$ cat src/rtl/pueo_hdr_pkg.sv
// pueo_hdr_pkg -- shared definitions for the PUEO event-header path.
//   HDR_BEATS   : number of 64-bit beats per header
//   beat_idx_t  : beat index within a header
//   HDR_MARKER  : constant upper half-word of beat 3 (seq is OR-ed in)
//   hdr_chk()   : header checksum, also used by the receiving accumulator
package pueo_hdr_pkg;

    localparam int HDR_BEATS = 4;

    typedef logic [1:0] beat_idx_t;

    localparam beat_idx_t   LAST_BEAT  = 2'd3;
    localparam logic [31:0] HDR_MARKER = 32'hA5A5_0000;

    typedef enum logic {
        ST_IDLE = 1'b0,
        ST_SEND = 1'b1
    } hdr_state_t;

    // XOR of the six 32-bit halves of beats 0..2.
    function automatic logic [31:0] hdr_chk(input logic [63:0] b0,
                                            input logic [63:0] b1,
                                            input logic [63:0] b2);
        return b0[63:32] ^ b0[31:0] ^ b1[63:32] ^ b1[31:0] ^ b2[63:32] ^ b2[31:0];
    endfunction

endpackage

$ cat src/rtl/hdr_beat_gen.sv
// hdr_beat_gen -- turns one event descriptor into a 4-beat AXI4-Stream header.
//   Beat 0 : {evt_number, evt_time}
//   Beat 1 : {trig_mask, seq, 14'h0, TIO_ID}
//   Beat 2 : status
//   Beat 3 : {HDR_MARKER | seq, chk}   (m_hdr_tlast high)
// Ports:
//   aclk, aresetn             clock, asynchronous active-low reset
//   evt_valid_i / evt_ready_o descriptor handshake; evt_number_i, evt_time_i,
//                             trig_mask_i, status_i are the descriptor fields
//   m_hdr_*                   AXI4-Stream header master
//   seq_o                     number of headers fully sent (wraps at 16 bits)
// Configuration macro: HDR_TX_CHECKSUM_EN -- when defined, chk is the XOR
// checksum of beats 0..2; otherwise chk is zero and no checksum logic exists.
module hdr_beat_gen
    import pueo_hdr_pkg::*;
#(
    parameter logic [1:0] TIO_ID = 2'd0
) (
    input  logic        aclk,
    input  logic        aresetn,
    input  logic        evt_valid_i,
    output logic        evt_ready_o,
    input  logic [31:0] evt_number_i,
    input  logic [31:0] evt_time_i,
    input  logic [31:0] trig_mask_i,
    input  logic [63:0] status_i,
    output logic [63:0] m_hdr_tdata,
    output logic        m_hdr_tvalid,
    input  logic        m_hdr_tready,
    output logic        m_hdr_tlast,
    output logic [15:0] seq_o
);

    hdr_state_t  state_r, state_nxt_s;
    beat_idx_t   beat_r, beat_nxt_s, nxt_idx_s;
    logic        ready_en_r;
    logic [63:0] tdata_r, tdata_nxt_s, nxt_word_s;
    logic        tvalid_r, tvalid_nxt_s;
    logic        tlast_r, tlast_nxt_s;
    logic [15:0] seq_r, seq_nxt_s;
    logic [31:0] mask_r;
    logic [63:0] status_r;
    logic [15:0] seq_cap_r;
    logic [31:0] chk_s;
    logic        hs_s, last_hs_s, evt_ready_s, accept_s;

    assign hs_s        = tvalid_r & m_hdr_tready;
    assign last_hs_s   = (state_r == ST_SEND) && (beat_r == LAST_BEAT) && hs_s;
    // The output register empties on the beat-3 handshake, so a new
    // descriptor can be taken in that same cycle without a bubble.
    assign evt_ready_s = ((state_r == ST_IDLE) && ready_en_r) || last_hs_s;
    assign accept_s    = evt_valid_i && evt_ready_s;
    // A descriptor taken during the beat-3 handshake carries the
    // post-increment count, i.e. the number of headers sent once this edge lands.
    assign seq_nxt_s   = last_hs_s ? (seq_r + 16'd1) : seq_r;
    assign nxt_idx_s   = beat_r + 2'd1;

`ifdef HDR_TX_CHECKSUM_EN
    logic [31:0] chk_r;
    assign chk_s = chk_r;

    // Checksum captured together with the descriptor fields.
    always_ff @(posedge aclk or negedge aresetn) begin
        if (!aresetn) begin
            chk_r <= 32'h0;
        end else if (accept_s) begin
            chk_r <= hdr_chk({evt_number_i, evt_time_i},
                             {trig_mask_i, seq_nxt_s, 14'h0, TIO_ID},
                             status_i);
        end
    end
`else
    assign chk_s = 32'h0;
`endif

    // Word for the beat that follows the one currently presented.
    always_comb begin
        nxt_word_s = 64'h0;
        case (nxt_idx_s)
            2'd1:    nxt_word_s = {mask_r, seq_cap_r, 14'h0, TIO_ID};
            2'd2:    nxt_word_s = status_r;
            2'd3:    nxt_word_s = {HDR_MARKER | {16'h0, seq_cap_r}, chk_s};
            default: nxt_word_s = 64'h0;
        endcase
    end

    // Next-state and next-output logic for the beat sequencer.
    always_comb begin
        state_nxt_s  = state_r;
        beat_nxt_s   = beat_r;
        tdata_nxt_s  = tdata_r;
        tvalid_nxt_s = tvalid_r;
        tlast_nxt_s  = tlast_r;
        case (state_r)
            ST_IDLE: begin
                if (accept_s) begin
                    state_nxt_s  = ST_SEND;
                    beat_nxt_s   = 2'd0;
                    tdata_nxt_s  = {evt_number_i, evt_time_i};
                    tvalid_nxt_s = 1'b1;
                    tlast_nxt_s  = 1'b0;
                end else begin
                    state_nxt_s = ST_IDLE;
                end
            end
            ST_SEND: begin
                if (hs_s && (beat_r == LAST_BEAT)) begin
                    if (accept_s) begin
                        state_nxt_s  = ST_SEND;
                        beat_nxt_s   = 2'd0;
                        tdata_nxt_s  = {evt_number_i, evt_time_i};
                        tvalid_nxt_s = 1'b1;
                        tlast_nxt_s  = 1'b0;
                    end else begin
                        state_nxt_s  = ST_IDLE;
                        beat_nxt_s   = 2'd0;
                        tdata_nxt_s  = 64'h0;
                        tvalid_nxt_s = 1'b0;
                        tlast_nxt_s  = 1'b0;
                    end
                end else if (hs_s) begin
                    beat_nxt_s  = nxt_idx_s;
                    tdata_nxt_s = nxt_word_s;
                    tlast_nxt_s = (nxt_idx_s == LAST_BEAT);
                end else begin
                    state_nxt_s = ST_SEND;
                end
            end
            default: begin
                state_nxt_s  = ST_IDLE;
                beat_nxt_s   = 2'd0;
                tdata_nxt_s  = 64'h0;
                tvalid_nxt_s = 1'b0;
                tlast_nxt_s  = 1'b0;
            end
        endcase
    end

    // Sequencer state and registered stream outputs.
    always_ff @(posedge aclk or negedge aresetn) begin
        if (!aresetn) begin
            state_r  <= ST_IDLE;
            beat_r   <= 2'd0;
            tdata_r  <= 64'h0;
            tvalid_r <= 1'b0;
            tlast_r  <= 1'b0;
        end else begin
            state_r  <= state_nxt_s;
            beat_r   <= beat_nxt_s;
            tdata_r  <= tdata_nxt_s;
            tvalid_r <= tvalid_nxt_s;
            tlast_r  <= tlast_nxt_s;
        end
    end

    // Descriptor fields for beats 1..3, frozen for the packet in flight.
    always_ff @(posedge aclk or negedge aresetn) begin
        if (!aresetn) begin
            mask_r    <= 32'h0;
            status_r  <= 64'h0;
            seq_cap_r <= 16'h0;
        end else if (accept_s) begin
            mask_r    <= trig_mask_i;
            status_r  <= status_i;
            seq_cap_r <= seq_nxt_s;
        end
    end

    // Sent-header counter and the one-edge ready enable after reset release.
    always_ff @(posedge aclk or negedge aresetn) begin
        if (!aresetn) begin
            seq_r      <= 16'h0;
            ready_en_r <= 1'b0;
        end else begin
            seq_r      <= seq_nxt_s;
            ready_en_r <= 1'b1;
        end
    end

    assign evt_ready_o  = evt_ready_s;
    assign m_hdr_tdata  = tdata_r;
    assign m_hdr_tvalid = tvalid_r;
    assign m_hdr_tlast  = tlast_r;
    assign seq_o        = seq_r;

endmodule
$ cat config.mk
export PLATFORM = sky130hd
export DESIGN_NAME = hdr_beat_gen
export DESIGN_NICKNAME = d
export VERILOG_FILES = /design/src/rtl/pueo_hdr_pkg.sv /design/src/rtl/hdr_beat_gen.sv
export SDC_FILE = /design/constraint.sdc
export NUM_CORES = 1
export LEC_CHECK = 0
export ABC_CLOCK_PERIOD_IN_PS = 1700
export CAP_MARGIN = 20
export CORE_ASPECT_RATIO = 1.25
export CORE_MARGIN = 8
export CORE_UTILIZATION = 43
export DETAILED_ROUTE_END_ITERATION = 10
export PLACE_DENSITY = 0.72
export SETUP_SLACK_MARGIN = 0.15
export SYNTH_ARGS = -nofsm -noshare
export SYNTH_HDL_FRONTEND = slang
export SYNTH_SLANG_ARGS = --single-unit
$ cat constraint.sdc
create_clock -name aclk -period 1.7 [get_ports aclk]
set_input_delay 0.34 -clock aclk [delete_from_list [all_inputs] [get_ports aclk]]
set_output_delay 0.34 -clock aclk [all_outputs]
set_load 0.1 [all_outputs]
Yosys cells after proc, flatten, opt, wreduce, memory -nomap -nowiden

Index checks and enable logic that the tools add are counted.

Flip-flop bits (word level): 198
Output and inout bits: 83

Mux-type cells: 21
Equality and inequality tests: 7
Add/subtract/negate cells: 2
Bitwise gates (word level): 2
Reduce and logical (&&, ||, !) cells: 8

Operators by type and width:

| cell                    | number |
|---|---|
| $mux W64                | 4 |
| $pmux W64 S3            | 1 |
| $pmux W64 S2            | 1 |
| $add A16 B1 Y16 const B | 1 |
| $mux W16                | 1 |
| $mux W1                 | 7 |
| $eq A2 B2 Y1 const B    | 3 |
| $mux W2                 | 3 |
| $pmux W1 S2             | 3 |
| $logic_and A1 B1 Y1     | 5 |
| $pmux W2 S2             | 1 |
| $reduce_and A2 Y1       | 2 |
| $ne A3 B1 Y1 const B    | 1 |
| $add A2 B1 Y2 const B   | 1 |
| $eq A2 B1 Y1 const B    | 1 |
| $ne A2 B1 Y1 const B    | 1 |
| $ne A2 B2 Y1 const B    | 1 |
| $and A1 B1 Y1           | 1 |
| $logic_or A1 B1 Y1      | 1 |
| $not A1 Y1              | 1 |

Longest topological paths before layout

Depth after elaboration: 8
Depth in mapped cells: 8
Gate-level depth less buffers: 6

Least setup slack after synthesis

No wires, ideal clock.

Kind: flip-flop to output port
Start point: reg tvalid_r (netlist: m_hdr_tvalid)
End point: out evt_ready_o
Cell stages (with the launch flop): 3
Arrival time: 1.999 ns
Required time: 1.360 ns
Setup slack: -0.639 ns
Cell sequence: dfrtp_1 nand4_4 nand2_1

Word-level cells in the longest chain between the ends: 3

RTL lines:

| item                     | RTL line            | RTL |
|---|---|---|
| start: declaration       | hdr_beat_gen.sv:38  | `logic tvalid_r, tvalid_nxt_s;` |
| start signal: assignment | hdr_beat_gen.sv:151 | `tvalid_r <= tvalid_nxt_s;` |
| $and A1 B1 Y1            | hdr_beat_gen.sv:47  | `assign hs_s = tvalid_r & m_hdr_tready;` |
| $logic_and A1 B1 Y1      | hdr_beat_gen.sv:48  | `assign last_hs_s = (state_r == ST_SEND) && (beat_r == LAST_BEAT) && hs_s;` |
| $logic_or A1 B1 Y1       | hdr_beat_gen.sv:51  | `assign evt_ready_s = ((state_r == ST_IDLE) && ready_en_r) \|\| last_hs_s;` |
| end: declaration         | hdr_beat_gen.sv:22  | `output logic evt_ready_o,` |

Every way passes these cells.

Final worst setup path

Start point: reg beat_r[1]
End point: out evt_ready_o

Word-level cells in the longest chain between the ends: 4

RTL lines:

| item                              | RTL line            | RTL |
|---|---|---|
| start: declaration                | hdr_beat_gen.sv:35  | `beat_idx_t beat_r, beat_nxt_s, nxt_idx_s;` |
| start signal: assignment          | hdr_beat_gen.sv:149 | `beat_r <= beat_nxt_s;` |
| $eq A2 B2 Y1                      | hdr_beat_gen.sv:48  |  |
| $logic_and A1 B1 Y1 (2 in series) | hdr_beat_gen.sv:48  |  |
| $logic_or A1 B1 Y1                | hdr_beat_gen.sv:51  |  |

Every way passes these cells.

==> flow_metrics.py <==
metrics = {
    "place": {
        "place.gp.congestion": 0.8450,
        "portBuffers": 246,
        "dp_hpwl_um": 20870,
        "place_inst": 1472,
    },
    "clock_network": {
        "clk_latency_ps": 440,
        "cts_buffer_depth": 2,
        "cts_tree": "built",
        "ctsRootBufferMaster": "clkbuf_16",
        "cts.clk_slew.worst_paths_ps": 70,
        "numCtsBuffers": 17,
        "cts.sinks": 198,
        "htree_levels": 4,
    },
    "route": {
        "postRouteAntennaNets": 0,
        "vias": 8641,
        "drt-initial-drc-count": 687,
        "drtPass1Iterations": 7,
        "via_per_inst": 5.553,
        "post-route-drc-count": 0,
        "wl_per_cell_um": 21.89,
        "wirelength_um": 34060,
    },
    "worst_hold_path": {
        "hold_path_class": "in2async",
    },
    "worst_setup_path": {
        "cp-start-kind": "register",
        "worstPathArrival_ps": 1530,
        "crit_fanout": 3,
        "critPathRequiredTime_ps": 1360,
        "worst-setup-path-type": "reg2out",
        "worstRegToRegCells": 10,
        "critPathCaptureType": "output port",
    },
    "floorplan": {
        "row_count": 58,
        "fp.dieW_um": 142.6,
        "chipHeight_um": 174.3,
        "initial_core_util_pct": 43.33,
        "core_area_mm2": 0.01988,
        "ios": 247,
        "die_area_mm2": 0.02485,
    },
    "timing": {
        "whs_ps": 384.6,
        "period_needed_ps": 1867,
        "grt_setup_unrepaired": "yes",
        "fin_crit_sh_pct": 109.8,
        "fin_skew_ps": 13.20,
        "final_max_slew_viol_count": 0,
        "worst_slack_ps": -166.6,
        "finalSetupViolations": 135,
        "setup_tns_ps": -7417,
        "fmax_mhz": 535.7,
        "hold_viol": 0,
    },
    "cells_and_area": {
        "layout.nets": 1438,
        "multi_input_area_mm2": 0.004459,
        "fin_util_pct": 77.79,
        "final_cells": 1556,
        "final-seq-area_mm2": 0.005000,
        "fillerInstances": 1205,
        "final_layout_size_suffix_gt1_share_pct": 36.97,
        "area_delta_synth_final_pct": 79.54,
    },
    "global_routing": {
        "grt_pass1_wl_um": 47730,
        "track_usage_pct": 24.73,
        "antenna_found_initial": 4,
        "grt_max_degree": 51,
        "grt_pass1_vias": 8637,
        "overflow": 0,
    },
    "logic_synthesis": {
        "synth_cell_types": 44,
        "synth_top_area_cell": "dfrtp_1",
        "synth_ff_type": "dfrtp_1",
        "synth_common_cells": "nand2_1, dfrtp_1, nor2_1, a21oi_1, buf_2",
        "synth_top_area_share_pct": 57.51,
        "synth_nets": 1120,
        "syn-instance-count": 951,
        "synth_most_common_cell": "nand2_1",
        "synth_edf_count": 0,
        "yosys-top-cells-area": "dfrtp_1, nand2_1, nor2_1",
        "async_flop_share_pct": 100.0,
        "yosys_register_bits": 198,
        "avgSynthCellArea_um2": 9.060,
        "yosysWarnings": 0,
        "synthesis.area_mm2": 0.008616,
        "synth_seq_area_share_pct": 57.51,
    },
    "power_and_ir_drop": {
        "ir_drop_mv": 1.013,
        "power_leakage_nw": 6.935,
        "powerDensity_mw_per_mm2": 2068,
    },
    "run_status": {
        "violations": "negative setup slack",
        "status": "finished with violations",
    },
    "run": {
        "drv_cap": 0,
    },
}
## worst paths after layout
check,startpoint,endpoint,slack [ps]
worst max-delay path,beat_r[1]$_DFFE_PN0P_,evt_ready_o,-170
worst min-delay path,aresetn,mask_r[7]$_DFFE_PN0N_,380
worst max register to register,beat_r[1]$_DFFE_PN0P_,status_r[31]$_DFFE_PN0N_,-110
worst min register to register,mask_r[24]$_DFFE_PN0N_,mask_r[24]$_DFFE_PN0N_,490
max in group asynchronous,aresetn,status_r[4]$_DFFE_PN0N_,670
min in group aclk,status_i[40],status_r[40]$_DFFE_PN0N_,420
## layer usage
layer | vias up | wire length (um) | GRT usage [%] | share of wire, %
li1 | 3825 | - | - | -
met1 | 4313 | 12370 | 29.72 | 36
met2 | 400 | 17970 | 42.19 | 53
met3 | 103 | 2180 | 4.666 | 6.4
met4 | 0 | 1535 | 10.65 | 4.5
met5 | - | 0 | 0 | 0
## cell usage in the layout (no fill, tap or decap), drive strengths merged, types with 6 or more instances in the layout
master / synthesis / layout
a222oi: 16 / 16
clkbuf: 21 / 28
nand3: 6 / 6
a221oi: 24 / 24
mux2: 9 / 9
a22oi: 24 / 24
dfrtp: 198 / 198
o21ai: 54 / 54
xnor2: 7 / 7
a21oi: 50 / 50
inv: 7 / 9
clkdlybuf4s50: 0 / 161
buf: 44 / 195
nand2: 358 / 358
nor2: 88 / 88
## registers in the layout, summed over array words and instances (netlist names)
name          cells
m_hdr_tdata      64
status_r         64
mask_r           32
seq_cap_r        16
seq_o            16
beat_r            2
m_hdr_tlast       1
m_hdr_tvalid      1
ready_en_r        1
state_r           1
## where the power goes
part / internal (W) / switching, W / leakage (nW)
clock: 0.00233 / 0.00183 / 0.297
combinational: 0.00788 / 0.0112 / 4.18
sequential: 0.00664 / 0.00210 / 2.45
total: 0.0168 / 0.0151 / 6.93
## worst max-delay path: stages, from the launching register on
cell,delay (ps)
dfrtp_1,400
ha_4,200
nand4_4,90
buf_6,150
nand2_4,70
buf_12,170
## timing repair
| item | in CTS | in global routing |
|---|---|---|
| hold buffers | 1 | 0 |
| hold endpoints to repair | 37 | 0 |
| cloned | 12 | 6 |
| buffers inserted | 18 | 11 |
| endpoints found under the setup margin | 186 | 190 |
| pin swaps | 101 | 112 |
| resized for setup | 148 | 202 |
## through the flow
step | cell area, um2 | power [W] | worst slack, ps
after detailed placement | 12790 | 0.02361 | -445.9
after global routing | 15470 | 0.03328 | -234.9
final | 15470 | 0.03199 | -166.6
after global placement | 12790 | 0.02329 | -373.1
after floorplan | 8731 | 0.01716 | -56.88
after CTS | 14400 | 0.02933 | -129.2
## cell families (layout without fill, tap and decap cells)
kind of cell / Yosys count / in the layout / share of synthesized area, %
and+or+nand+nor: 476 / 476 / 21.99
DFF: 198 / 198 / 57.51
AOI/OAI and AO/OA: 179 / 179 / 13.59
buffers and inverters: 72 / 403 / 3.849
xor gates and xnor gates: 11 / 11 / 1.118
muxes: 9 / 9 / 1.176
adders and majority gates: 5 / 5 / 0.7261
other: 1 / 5 / 0.04352
## final cells by class
type	count	area share, %
well taps	270	2.184
repair buffers	364	32.54
clock buffers	22	3.130
clock inverters	10	0.7603
inverters	7	0.1699
flip-flops and latches	198	32.32
diodes	4	0.06471
multi-input cells	681	28.83
Power figures use the tool's default switching activity.
